<file path="src/rtl/seg_scan_ctrl.sv">
// Time-multiplexed seven-segment scan controller. Holds the displayed value,
// walks one shared hex decoder across the digits and drives one-hot digit
// enables plus segments. New values are staged in a one-deep pending buffer
// and only become visible at frame boundaries (or while the display is off).
module seg_scan_ctrl #(
    parameter int DATA_W         = 8,
    parameter int NUM_DIGITS     = DATA_W / 4,
    parameter int REFRESH_DIV    = 1000,
    parameter bit SEG_ACTIVE_LOW = 1'b0
) (
    input  logic                  clk,
    input  logic                  rst_n,
    input  logic                  en,
    input  logic                  load_valid,
    input  logic [DATA_W-1:0]     load_data,
    output logic                  load_ready,
    input  logic                  blank_lz,
    output logic [3:0]            dec_bin,
    input  logic [0:6]            dec_sev,
    output logic [NUM_DIGITS-1:0] digit_en,
    output logic [0:6]            seg_out,
    output logic                  frame_done
);

    localparam int IDX_W = (NUM_DIGITS > 1) ? $clog2(NUM_DIGITS) : 1;
    localparam int CNT_W = (REFRESH_DIV > 2) ? $clog2(REFRESH_DIV - 1) : 1;
    localparam logic [IDX_W-1:0] IDX_LAST  = IDX_W'(NUM_DIGITS - 1);
    localparam logic [CNT_W-1:0] CNT_LAST  = CNT_W'(REFRESH_DIV - 2);
    localparam logic [0:6]       SEG_BLANK = SEG_ACTIVE_LOW ? 7'b1111111 : 7'b0000000;

    typedef enum logic [1:0] {
        S_OFF   = 2'd0,
        S_FETCH = 2'd1,
        S_HOLD  = 2'd2
    } state_t;

    state_t                  state, state_nx;
    logic [IDX_W-1:0]        idx, idx_nx;
    logic [CNT_W-1:0]        cnt, cnt_nx;
    logic [DATA_W-1:0]       active, active_nx;
    logic [DATA_W-1:0]       pend, pend_nx;
    logic                    pend_valid, pend_valid_nx;
    logic [NUM_DIGITS-1:0]   digit_en_nx;
    logic [0:6]              seg_nx;
    logic                    frame_done_nx;
    logic                    digit_blank;

    // Digit i>0 is a leading zero when it and every more-significant nibble are 0.
    function automatic logic lz_blank(input logic [DATA_W-1:0] val,
                                      input logic [IDX_W-1:0]  i,
                                      input logic              lz);
        logic zero_above;
        zero_above = 1'b1;
        for (int k = 0; k < NUM_DIGITS; k++) begin
            if ((k >= int'(i)) && (val[4*k +: 4] != 4'h0))
                zero_above = 1'b0;
        end
        return lz && (i != '0) && zero_above;
    endfunction

    function automatic logic [NUM_DIGITS-1:0] onehot(input logic [IDX_W-1:0] i);
        logic [NUM_DIGITS-1:0] v;
        v = '0;
        for (int k = 0; k < NUM_DIGITS; k++) begin
            if (i == IDX_W'(k))
                v[k] = 1'b1;
        end
        return v;
    endfunction

    assign load_ready  = ~pend_valid;
    assign digit_blank = lz_blank(active, idx, blank_lz);

    // Select the nibble of the current digit for the shared decoder.
    always_comb begin
        dec_bin = active[3:0];
        for (int k = 0; k < NUM_DIGITS; k++) begin
            if (idx == IDX_W'(k))
                dec_bin = active[4*k +: 4];
        end
    end

    // Next-state, pending-buffer handoff and registered-output next values.
    always_comb begin
        state_nx      = state;
        idx_nx        = idx;
        cnt_nx        = cnt;
        active_nx     = active;
        pend_nx       = pend;
        pend_valid_nx = pend_valid;
        digit_en_nx   = digit_en;
        seg_nx        = seg_out;
        frame_done_nx = 1'b0;

        // Accept only into an empty buffer, so accept and handoff never overlap.
        if (load_valid && !pend_valid) begin
            pend_nx       = load_data;
            pend_valid_nx = 1'b1;
        end

        // While dark there is no frame to tear, so take the pending value at once.
        if ((state == S_OFF) && pend_valid) begin
            active_nx     = pend;
            pend_valid_nx = 1'b0;
        end

        if (!en) begin
            state_nx    = S_OFF;
            idx_nx      = '0;
            cnt_nx      = '0;
            digit_en_nx = '0;
            seg_nx      = SEG_BLANK;
        end else begin
            unique case (state)
                S_OFF: begin
                    idx_nx      = '0;
                    digit_en_nx = '0;
                    seg_nx      = SEG_BLANK;
                    state_nx    = S_FETCH;
                end
                S_FETCH: begin
                    // Blanked digits keep their slot so the frame period is fixed.
                    seg_nx      = digit_blank ? SEG_BLANK
                                : (SEG_ACTIVE_LOW ? ~dec_sev : dec_sev);
                    digit_en_nx = digit_blank ? '0 : onehot(idx);
                    cnt_nx      = '0;
                    state_nx    = S_HOLD;
                end
                S_HOLD: begin
                    if (cnt == CNT_LAST) begin
                        // Dark for the FETCH cycle to avoid ghosting on the next digit.
                        digit_en_nx = '0;
                        state_nx    = S_FETCH;
                        if (idx == IDX_LAST) begin
                            idx_nx        = '0;
                            frame_done_nx = 1'b1;
                            if (pend_valid) begin
                                active_nx     = pend;
                                pend_valid_nx = 1'b0;
                            end
                        end else begin
                            idx_nx = idx + 1'b1;
                        end
                    end else begin
                        cnt_nx = cnt + 1'b1;
                    end
                end
                default: state_nx = S_OFF;
            endcase
        end
    end

    // State and output registers; reset drops everything including pending data.
    always_ff @(posedge clk or negedge rst_n) begin
        if (!rst_n) begin
            state      <= S_OFF;
            idx        <= '0;
            cnt        <= '0;
            active     <= '0;
            pend       <= '0;
            pend_valid <= 1'b0;
            digit_en   <= '0;
            seg_out    <= SEG_BLANK;
            frame_done <= 1'b0;
        end else begin
            state      <= state_nx;
            idx        <= idx_nx;
            cnt        <= cnt_nx;
            active     <= active_nx;
            pend       <= pend_nx;
            pend_valid <= pend_valid_nx;
            digit_en   <= digit_en_nx;
            seg_out    <= seg_nx;
            frame_done <= frame_done_nx;
        end
    end

endmodule

</file>
<file path="config.mk">
export PLATFORM = sky130hd
export DESIGN_NAME = seg_scan_ctrl
export DESIGN_NICKNAME = d
export VERILOG_FILES = /design/src/rtl/seg_scan_ctrl.sv
export SDC_FILE = /design/constraint.sdc
export NUM_CORES = 1
export LEC_CHECK = 0
export BUFFER_PORTS_ARGS = -buffer_cell sky130_fd_sc_hd__buf_2
export CAP_MARGIN = 25
export CORE_ASPECT_RATIO = 2
export CORE_MARGIN = 8
export CORE_UTILIZATION = 41
export DETAILED_ROUTE_END_ITERATION = 8
export SLEW_MARGIN = 0
export SYNTH_ARGS = -nofsm -noshare
export SYNTH_HDL_FRONTEND = slang
export SYNTH_SLANG_ARGS = --single-unit
</file>
<file path="constraint.sdc">
create_clock -name clk -period 2.1 [get_ports clk]
set_input_delay 0 -clock clk [delete_from_list [all_inputs] [get_ports clk]]
set_output_delay 0 -clock clk [all_outputs]
set_load 0.02 [all_outputs]
</file>
==> results of run 1 <==
==> how the worst min path moves through the flow <==
stage / from / end / slack (ns) / cells past startpoint
global placement: rst_n / cnt[9] / 0.15 / 1
global route: blank_lz / digit_en[1] / 0.04 / 3
detailed placement: rst_n / cnt[5] / 0.17 / 1
CTS: blank_lz / digit_en[1] / 0.03 / 3
floorplan: rst_n / async pin / -0.30 / 0
finish: blank_lz / digit_en[1] / 0.03 / 3
==> through the flow <==
stage	utilization (%)	total power [mW]	std cells
6_report	54.70	2.265	265
5_1_grt	54.70	2.384	265
4_1_cts	54.58	2.294	265
3_5_place_dp	48.41	1.655	241
3_3_place_gp	48.41	1.621	241
2_1_floorplan	-	1.441	154
==> per-layer routing <==
metal | routed length, microns | up-vias | track usage (%)
met5 | 0 | - | 0
met2 | 2481 | 34 | 23.91
met4 | 72 | 0 | 4.948
li1 | - | 659 | -
met1 | 1558 | 676 | 12.18
met3 | 154 | 6 | 2.834
==> cell families (layout without fill, tap and decap cells) <==
family          count (synthesis)  count (layout)
flops                          40              40
simple gates                   40              40
buf+inv                        16              73
mux                            23              23
compound gates                 23              23
fa+ha+maj                       5               5
xor+xnor                        7               7
==> synth_stat cells, drive strengths merged <==
| cell | n | area share [%] |
|---|---|---|
| xnor2 | 6 | 2.8 |
| nand2b | 1 | 0.34 |
| nor4 | 2 | 1.5 |
| a21oi | 1 | 0.27 |
| o22ai | 1 | 0.34 |
| or3b | 1 | 0.61 |
| mux2 | 20 | 12 |
| a22o | 7 | 3.3 |
| nor3 | 5 | 1.4 |
| nand3 | 8 | 2.2 |
| nand2 | 9 | 1.8 |
| o21ai | 4 | 1.7 |
| o41ai | 1 | 0.47 |
| mux2i | 3 | 1.6 |
| inv | 11 | 2.2 |
| dfrtp | 40 | 54 |
| o221a | 1 | 0.61 |
| ha | 5 | 3.4 |
| a311oi | 1 | 0.47 |
| xor2 | 1 | 0.47 |
| o21bai | 1 | 0.41 |
| o31ai | 3 | 2.0 |
| nor2b | 1 | 0.34 |
| nor2 | 9 | 1.8 |
| clkbuf | 5 | 1.0 |
| a41oi | 1 | 0.47 |
| a31o | 1 | 0.47 |
| o2111ai | 1 | 0.47 |
| nand4 | 4 | 1.4 |
==> where the power goes <==
| group | switching (mW) | internal (mW) | leakage (nW) |
|---|---|---|---|
| Combinational | 0.300 | 0.306 | 0.507 |
| Sequential | 0.108 | 0.936 | 0.516 |
| Clock | 0.262 | 0.353 | 0.0552 |
==> final cells by class <==
cell class,instances,area [sq um],share of cell area [%]
flip-flops and latches,40,1001,42.17
repair buffers,54,360.3,15.18
clock inverters,2,35.03,1.476
multi-input cells,98,795.8,33.53
well taps,54,67.56,2.847
inverters,11,41.29,1.740
clock buffers,6,72.57,3.057
==> layout by cell type (no fill, tap or decap), types with 2 or more instances in the layout <==
cell type      Yosys  routed
o21ai_0            3       3
buf_2              0      34
xnor2_1            6       6
clkbuf_8           0       5
mux2_2            20      20
a22o_1             7       7
nand3_1            8       8
dfrtp_1           40      40
ha_1               5       5
nand2_1            9       9
nand4_1            4       4
inv_1             11      11
nor3_1             5       4
o31ai_1            2       2
dlygate4sd3_1      0      16
nor2_1             9       9
mux2i_1            3       3
buf_4              0       4
==> critical path, stage by stage (launching register included) <==
cell	delay (ns)
dfrtp_1	0.41
inv_1	0.13
ha_1	0.18
nand2_1	0.05
a311oi_1	0.81
a22o_1	0.25
==> what timing repair did <==
action	CTS	global route
resized for setup	0	1
endpoints found under the hold margin	55	0
endpoints found under the setup margin	0	2
hold buffers	16	0
==> metrics.md, run 1 <==
| Metric | Value |
|---|---|
| CTS tree | `done` |
| Initial Util | `42.68%` |
| CTS Buf Count | `5` |
| RePlAce Congestion | `0.8336` |
| Port Buffer Count | `34` |
| Critical path endpoint | `seg_out[6]` |
| Drt via density | `5.189` |
| Worst setup margin | `0.2146 ns` |
| 1st-iter DRT viols | `40` |
| Clock Skews | `0.005125 ns` |
| Max Root-Sink Buffers | `2` |
| Synth Area per Inst | `12.02 sq um` |
| Worst reg2reg endpoint | `seg_out[6]` |
| Root Buffer | `clkbuf_8` |
| R2r startpoint | `state[1]` |
| Synth Area in Adders | `3.378%` |
| Sequential share of the synthesized area | `54.05%` |
| Cells on worst reg2reg path | `5` |
| Critical path peak fanout | `7` |
| Power per cell area | `954.4 nW/um^2` |
| Hold/Removal Path Class | `primary input to register` |
| Post-synthesis mux area share | `13.78%` |
| Worst-Margin Slew | `0.9876 ns` |
| Setup WS pre-CTS | `0.1147 ns` |
| Initial antenna violation count | `0` |
| Critical path startpoint | `state[1]` |
| Synth cell types | `32` |
| Synth Instances | `154` |
| Req. time, crit path | `2.32 ns` |
| Largest family of logic cells by synthesized area | `multiplexers` |
| Tmin final | `1.885 ns` |
| Die area | `7053 sq um` |
| Residual DRC count | `0` |
| Period utilisation layout | `89.78%` |
| Slew HR | `33.72%` |
| Final instance area | `2374 sq um` |
| Xor and xnor fraction of the mapped netlist area | `3.311%` |
| Compound-Gate Fraction of Synth Area | `10.95%` |
| DR vias | `1,375` |
| IO Pins | `35` |
| Warnings from Yosys | `0` |
| Fill cells | `417` |
| Crit Path Category | `register to register` |
| Chip height | `111.0 microns` |
| Synthesis-stage register bit count | `40` |
| Startpoint Class | `register` |
| RSZ-0062 raised after global routing | `false` |
| Hold WS | `0.02840 ns` |
| Antenna diodes | `0` |
| Nets | `235` |
| Final hold viol count | `0` |
| Post-route setup TNS | `0 ns` |
| Final setup viols | `0` |
| Crit. End Element | `register` |
| Global route total overflow | `0` |
| Area grow syn2layout | `28.18%` |
| Post-Route WL | `4267 microns` |
| H-tree depth | `2` |
| Worst reg2reg setup slack | `0.21 ns` |
| Vias in the first global route | `1,509` |
| Status | `completed` |
| ANT nets after route | `0` |
| Syn nets | `179` |
| Largest net degree at the start of global routing | `41` |
| Synth Area in Simple Gates | `11.28%` |
| Wire per inst | `16.10 microns` |
| Clock-pin slew on the worst setup and hold paths | `0.07 ns` |
| Leakage | `1.079 nW` |
| Syn Std Cell Area | `1852 sq um` |
| First-pass GRT wire length | `7079 microns` |
| Clock Sinks | `40` |
| Clk Latency, worst-skew pair | `0.29 ns` |
| Router iterations before antenna repair | `4` |
| Placed inst area | `2101 sq um` |
| Fmax | `530.4 MHz` |
| Overall routing resource usage | `12.51%` |
| Fin. max-slew vios | `0` |
| # rows | `34` |
| Max VDD drop | `0.0006603 V` |
| Critical path arrival | `2.11 ns` |
| Number of maximum-capacitance violations | `0` |
| Core area | `4339 sq um` |
| Post-CTS setup buffer count | `0` |
| Die width | `63.52 microns` |
| Dpl hpwl | `3169 microns` |
| Ratio of cells with drive above 1 in the final layout | `34.12%` |
No activity file was read; power rests on OpenSTA's default activity.
==> run 2: changes to the inputs <==
- CORE_UTILIZATION: 41 -> 50
- PLACE_DENSITY: not set -> 0.73
==> metrics.md, run 2 (synthesis results as in run 1) <==
| Metric | Value |
|---|---|
| Status | `completed` |
| Nets | `235 (unchanged)` |
| RSZ-0062 raised after global routing | `false` |
| H-tree depth | `2 (unchanged)` |
| Vias in the first global route | `1,535 (+1.7%)` |
| Post-CTS resize count | `0 (unchanged)` |
| Cell with the largest stage delay on the worst path | `dfrtp_1` |
| Die width | `59.03 microns (-7.1%)` |
| Router iterations before antenna repair | `5 (+1)` |
| Tmin final | `1.983 ns (+0.09749 ns)` |
| Core area | `3568 sq um (-18%)` |
| Slew HR | `41.23% (+7.5 points)` |
| ANT nets after route | `0 (unchanged)` |
| Critical path peak fanout | `8 (+1)` |
| Clock-pin slew on the worst setup and hold paths | `0.08 ns (about the same)` |
| Largest net degree at the start of global routing | `41 (unchanged)` |
| Root Buffer | `clkbuf_8` |
| CP delay by family, top | `simple AND/OR/NAND/NOR gates` |
| Hold/Removal Path Class | `primary input to register` |
| CTS Buf Count | `5 (unchanged)` |
| Number of maximum-capacitance violations | `0 (unchanged)` |
| Met2 wire length | `2486 microns (+0.20%)` |
| Critical path startpoint | `cnt[0]` |
| Placed inst area | `2095 sq um (-0.30%)` |
| Pwr Total | `2.330 mW (+2.8%)` |
| Port Buffer Count | `34 (unchanged)` |
| 1st-iter DRT viols | `35 (-13%)` |
| Met3 WL post-DR | `150 microns (-2.6%)` |
| Fin. max-slew vios | `0 (unchanged)` |
| # rows | `31 (-8.8%)` |
| Dpl hpwl | `3120 microns (-1.6%)` |
| RePlAce Congestion | `0.7949 (-4.6%)` |
| Power per cell area | `978.5 nW/um^2 (+2.5%)` |
| Post-Route M1 WL | `1452 microns (-6.8%)` |
| Final setup viols | `0 (unchanged)` |
| Initial antenna violation count | `0 (unchanged)` |
| Post-Route WL | `4219 microns (-1.1%)` |
| Residual DRC count | `0 (unchanged)` |
| Most common cell after layout, fill and taps aside | `dfrtp_1` |
| Leakage | `1.088 nW (+0.86%)` |
| Ratio of cells with drive above 1 in the final layout | `34.12% (unchanged)` |
| Crit-path cells | `inv_1, ha_1, or3b_4, nor4_4, o21ai_4, mux2_2` |
| Antenna diodes | `0 (unchanged)` |
| CP peak stage delay | `0.42 ns (-0.39 ns)` |
| Fmax | `504.3 MHz (-4.9%)` |
| Startpoint Class | `register` |
| Global route total overflow | `0 (unchanged)` |
| CTS tree | `done` |
| Overall routing resource usage | `15.82% (+3.3 points)` |
| Worst setup margin | `0.1171 ns (-0.09749 ns)` |
| Drt via density | `5.385 (+3.8%)` |
| Post-route setup TNS | `0 ns (unchanged)` |
| Worst hold path startpoint | `blank_lz` |
| Setup WS pre-CTS | `0.1123 ns (-0.002468 ns)` |
| Crit Path Category | `register to register` |
| Buf/Inv on CP | `1 (unchanged)` |
| Clock Skews | `0.006771 ns (+0.001646 ns)` |
| Clk Latency, worst-skew pair | `0.29 ns (about the same)` |
| Critical path arrival | `2.15 ns (+0.04 ns)` |
| Wire per inst | `16.23 microns (+0.78%)` |
| Final hold viol count | `0 (unchanged)` |
| DR vias | `1,400 (+1.8%)` |
| Req. time, crit path | `2.27 ns (-0.05 ns)` |
| R2r startpoint | `cnt[0]` |
| Area grow syn2layout | `28.58%` |
| Max Used Layer | `met4` |
| Chip height | `102.1 microns (-8.1%)` |
| First-pass GRT wire length | `7307 microns (+3.2%)` |
| Max Root-Sink Buffers | `2 (unchanged)` |
| Period utilisation layout | `94.43% (+4.6 points)` |
| Die area | `6025 sq um (-15%)` |
| Worst-Margin Slew | `0.8756 ns (-0.1119 ns)` |
| Max VDD drop | `0.0006951 V (+5.3%)` |
| Final instance area | `2381 sq um (+0.32%)` |
| IO Pins | `35 (unchanged)` |
| Initial Util | `51.89% (+9.2 points)` |
| Clock Sinks | `40 (unchanged)` |
| Most frequent cells in the layout | `40 x dfrtp_1, 34 x buf_2, 20 x mux2_2, 16 x dlygate4sd3_1, 11 x inv_1` |
| Crit. End Element | `register` |
run 2: through the flow:
stage               hold slack [ns]  util [%]  std cells
floorplan                   -0.2956         -        154
global placement             0.1357     58.70        236
detailed placement           0.1597     58.70        236
CTS                         0.02619     66.73        260
global route                0.04794     66.73        260
finish                      0.03416     66.73        260
run 2: metal layers:
layer	up-vias	GRT usage (%)
li1	661	-
met1	689	14.84
met2	39	30.46
met3	11	3.657
met4	0	7.050
met5	-	0
run 2: worst register-to-register path, cell delays in order (launching register included):
cell	delay (ns)
dfrtp_1	0.42
inv_1	0.08
ha_1	0.13
or3b_4	0.41
nor4_4	0.38
o21ai_4	0.15
mux2_2	0.30
run 2: power by group:
group / switching (mW) / leakage (nW) / internal (mW) / total [mW]
clock: 0.258 / 0.0645 / 0.419 / 0.677
combinational: 0.300 / 0.507 / 0.306 / 0.605
sequential: 0.111 / 0.516 / 0.936 / 1.05
total: 0.669 / 1.09 / 1.66 / 2.33
run 2: final cells by class:
type,instances,area (sq um)
Clock buffer,7,96.34
Inverter,11,41.29
Sequential cell,40,1001
Clock inverter,1,30.03
Timing Repair Buffer,54,360.3
Multi-Input combinational cell,98,790.8
Tap cell,49,61.31
Fill cell,276,1187
run 2: path summary, 6_finish.rpt:
check                               to  slack [ns]  depth (start not counted)
setup / recovery              register        0.12                          6
hold / removal             digit_en[1]        0.03                          3
setup reg to reg              register        0.12                          6
hold reg to reg               register        0.50                          1
max in group asynchronous   seg_out[3]        1.21                          2
min in group asynchronous   pend_valid        0.35                          2
run 2: what timing repair did:
item                      in CTS  in global routing
hold endpoints to repair      55                  0
hold buffers                  16                  0
setup buffers                  0                  0
==> run 3: changes to the inputs <==
- PLACE_DENSITY: 0.73 -> 0.78
- clock period: 2.1 -> 2.4 ns (I/O delays scaled with it)
==> metrics.md, run 3 (synthesis results as in run 1) <==
| Metric | Value |
|---|---|
| Vias in the first global route | `1,557 (+1.4%)` |
| Fin. max-slew vios | `0 (unchanged)` |
| Clock Sinks | `40 (unchanged)` |
| Area grow syn2layout | `26.96%` |
| Die width | `59.03 microns (unchanged)` |
| Slew HR | `41.43% (+0.20 points)` |
| # rows | `31 (unchanged)` |
| Ratio of cells with drive above 1 in the final layout | `33.49% (-0.63 points)` |
| Die area | `6025 sq um (unchanged)` |
| Status | `completed` |
| Core area | `3568 sq um (unchanged)` |
| Hold/Removal Path Class | `primary input to register` |
| Period utilisation layout | `82.89% (-12 points)` |
| Worst-Margin Slew | `0.8786 ns (+0.002963 ns)` |
| Overall routing resource usage | `15.73% (-0.081 points)` |
| First-pass GRT wire length | `7176 microns (-1.8%)` |
| Cell with the largest stage delay on the worst path | `dfrtp_1` |
| Post-Route WL | `4281 microns (+1.5%)` |
| Antenna diodes | `0 (unchanged)` |
| Startpoint Class | `register` |
| Fmax | `502.7 MHz (-0.32%)` |
| CP delay by family, top | `simple AND/OR/NAND/NOR gates` |
| Worst setup margin | `0.4108 ns (+0.2937 ns)` |
| Wire per inst | `16.59 microns (+2.3%)` |
| Router iterations before antenna repair | `4 (-1)` |
| Hold WS | `0.02761 ns (-0.006555 ns)` |
| Placed inst area | `2079 sq um (-0.72%)` |
| Req. time, crit path | `2.58 ns (+0.31 ns)` |
| Clock Skews | `0.01245 ns (+0.005678 ns)` |
| Post-CTS resize count | `0 (unchanged)` |
| Tmin final | `1.989 ns (+0.006318 ns)` |
| Buf/Inv on CP | `1 (unchanged)` |
| RSZ-0062 raised after global routing | `false` |
| Setup WS pre-CTS | `0.4181 ns (+0.3058 ns)` |
| Initial antenna violation count | `0 (unchanged)` |
| Drt via density | `5.442 (+1.1%)` |
| H-tree depth | `2 (unchanged)` |
| Number of maximum-capacitance violations | `0 (unchanged)` |
| Power per cell area | `842.2 nW/um^2 (-14%)` |
| Final instance area | `2351 sq um (-1.3%)` |
| Max Root-Sink Buffers | `2 (unchanged)` |
| Port Buffer Count | `34 (unchanged)` |
| Initial Util | `51.89% (unchanged)` |
| Chip height | `102.1 microns (unchanged)` |
| Crit Path Category | `register to register` |
| Dpl hpwl | `2978 microns (-4.6%)` |
| IO Pins | `35 (unchanged)` |
| Clock-pin slew on the worst setup and hold paths | `0.09 ns (about the same)` |
| Crit. End Element | `register` |
| Final hold viol count | `0 (unchanged)` |
| Critical path peak fanout | `8 (unchanged)` |
| Critical path arrival | `2.17 ns (+0.02 ns)` |
| Max VDD drop | `0.0006403 V (-7.9%)` |
| Most frequent cells in the layout | `40 x dfrtp_1, 34 x buf_2, 20 x mux2_2, 16 x dlygate4sd3_1, 11 x inv_1` |
| CTS tree | `done` |
| ANT nets after route | `0 (unchanged)` |
| Clk Latency, worst-skew pair | `0.30 ns (about the same)` |
| Leakage | `1.067 nW (-1.9%)` |
| DR vias | `1,404 (+0.29%)` |
| 1st-iter DRT viols | `34 (-2.9%)` |
| Global route total overflow | `0 (unchanged)` |
| Crit-path cells | `inv_1, ha_1, or3b_4, nor4_4, o21ai_4, mux2_2` |
| Most common cell after layout, fill and taps aside | `dfrtp_1` |
| CP peak stage delay | `0.43 ns (about the same)` |
| RePlAce Congestion | `0.8452 (+6.3%)` |
| Largest net degree at the start of global routing | `41 (unchanged)` |
| Nets | `233 (-0.85%)` |
| Residual DRC count | `0 (unchanged)` |
| Final Core Density | `65.88% (-0.84 points)` |
| Root Buffer | `clkbuf_8` |
| Post-route setup TNS | `0 ns (unchanged)` |
| Final setup viols | `0 (unchanged)` |
| CTS Buf Count | `5 (unchanged)` |
==> run 3: cell count changes in the layout (fill, tap and decap cells not counted), sizes merged <==
cell	before	now
buf	38	36
clkbuf	7	5
clkinv	0	1
clkinvlp	0	1
==> run 3: layer usage <==
| layer | global-route usage [%] | routed length (microns) |
|---|---|---|
| met1 | 14.75 | 1503 |
| met2 | 28.76 | 2453 |
| met3 | 4.414 | 169 |
| met4 | 9.276 | 155 |
| met5 | 0 | 0 |
==> run 3: tightest hold or removal path, delay by kind of cell <==
kind | cells | cell delay [ns]
compound gates | 1 | 0.14
buf+inv | 1 | 0.09
mux | 1 | 0.06
==> run 3: timing repair <==
item                      in CTS  in global routing
hold buffers                  16                  0
hold endpoints to repair      55                  0
buffers inserted               0                  0
==> run 3: final timing paths <==
path                       startpoint           to  slack (ns)  cells past startpoint
setup / recovery               cnt[0]     register        0.41                      6
hold reg to reg               pend[0]     register        0.51                      1
max in group asynchronous       rst_n    async pin        1.48                      2
min in group asynchronous       rst_n       cnt[3]        0.36                      2
hold / removal               blank_lz  digit_en[1]        0.03                      3
setup reg to reg               cnt[0]     register        0.41                      6
==> run 3: cell type report <==
cell class	count	area [sq um]
Timing Repair Buffer	52	345.3
Sequential cell	40	1001
Clock inverter	3	42.54
Clock buffer	5	68.82
Inverter	11	41.29
Fill cell	282	1217
Multi-Input combinational cell	98	790.8
Tap cell	49	61.31
==> run 3: report_power, final <==
group	switching [mW]	internal, mW	leakage, nW
logic	0.258	0.262	0.497
clock network	0.244	0.308	0.0541
registers	0.0888	0.819	0.516
total	0.591	1.39	1.07
==> run 3: stage by stage <==
stage | std cells | power (mW)
CTS | 258 | 1.994
floorplan | 154 | 1.261
detailed placement | 234 | 1.423
finish | 258 | 1.980
global placement | 234 | 1.400
global route | 258 | 2.086
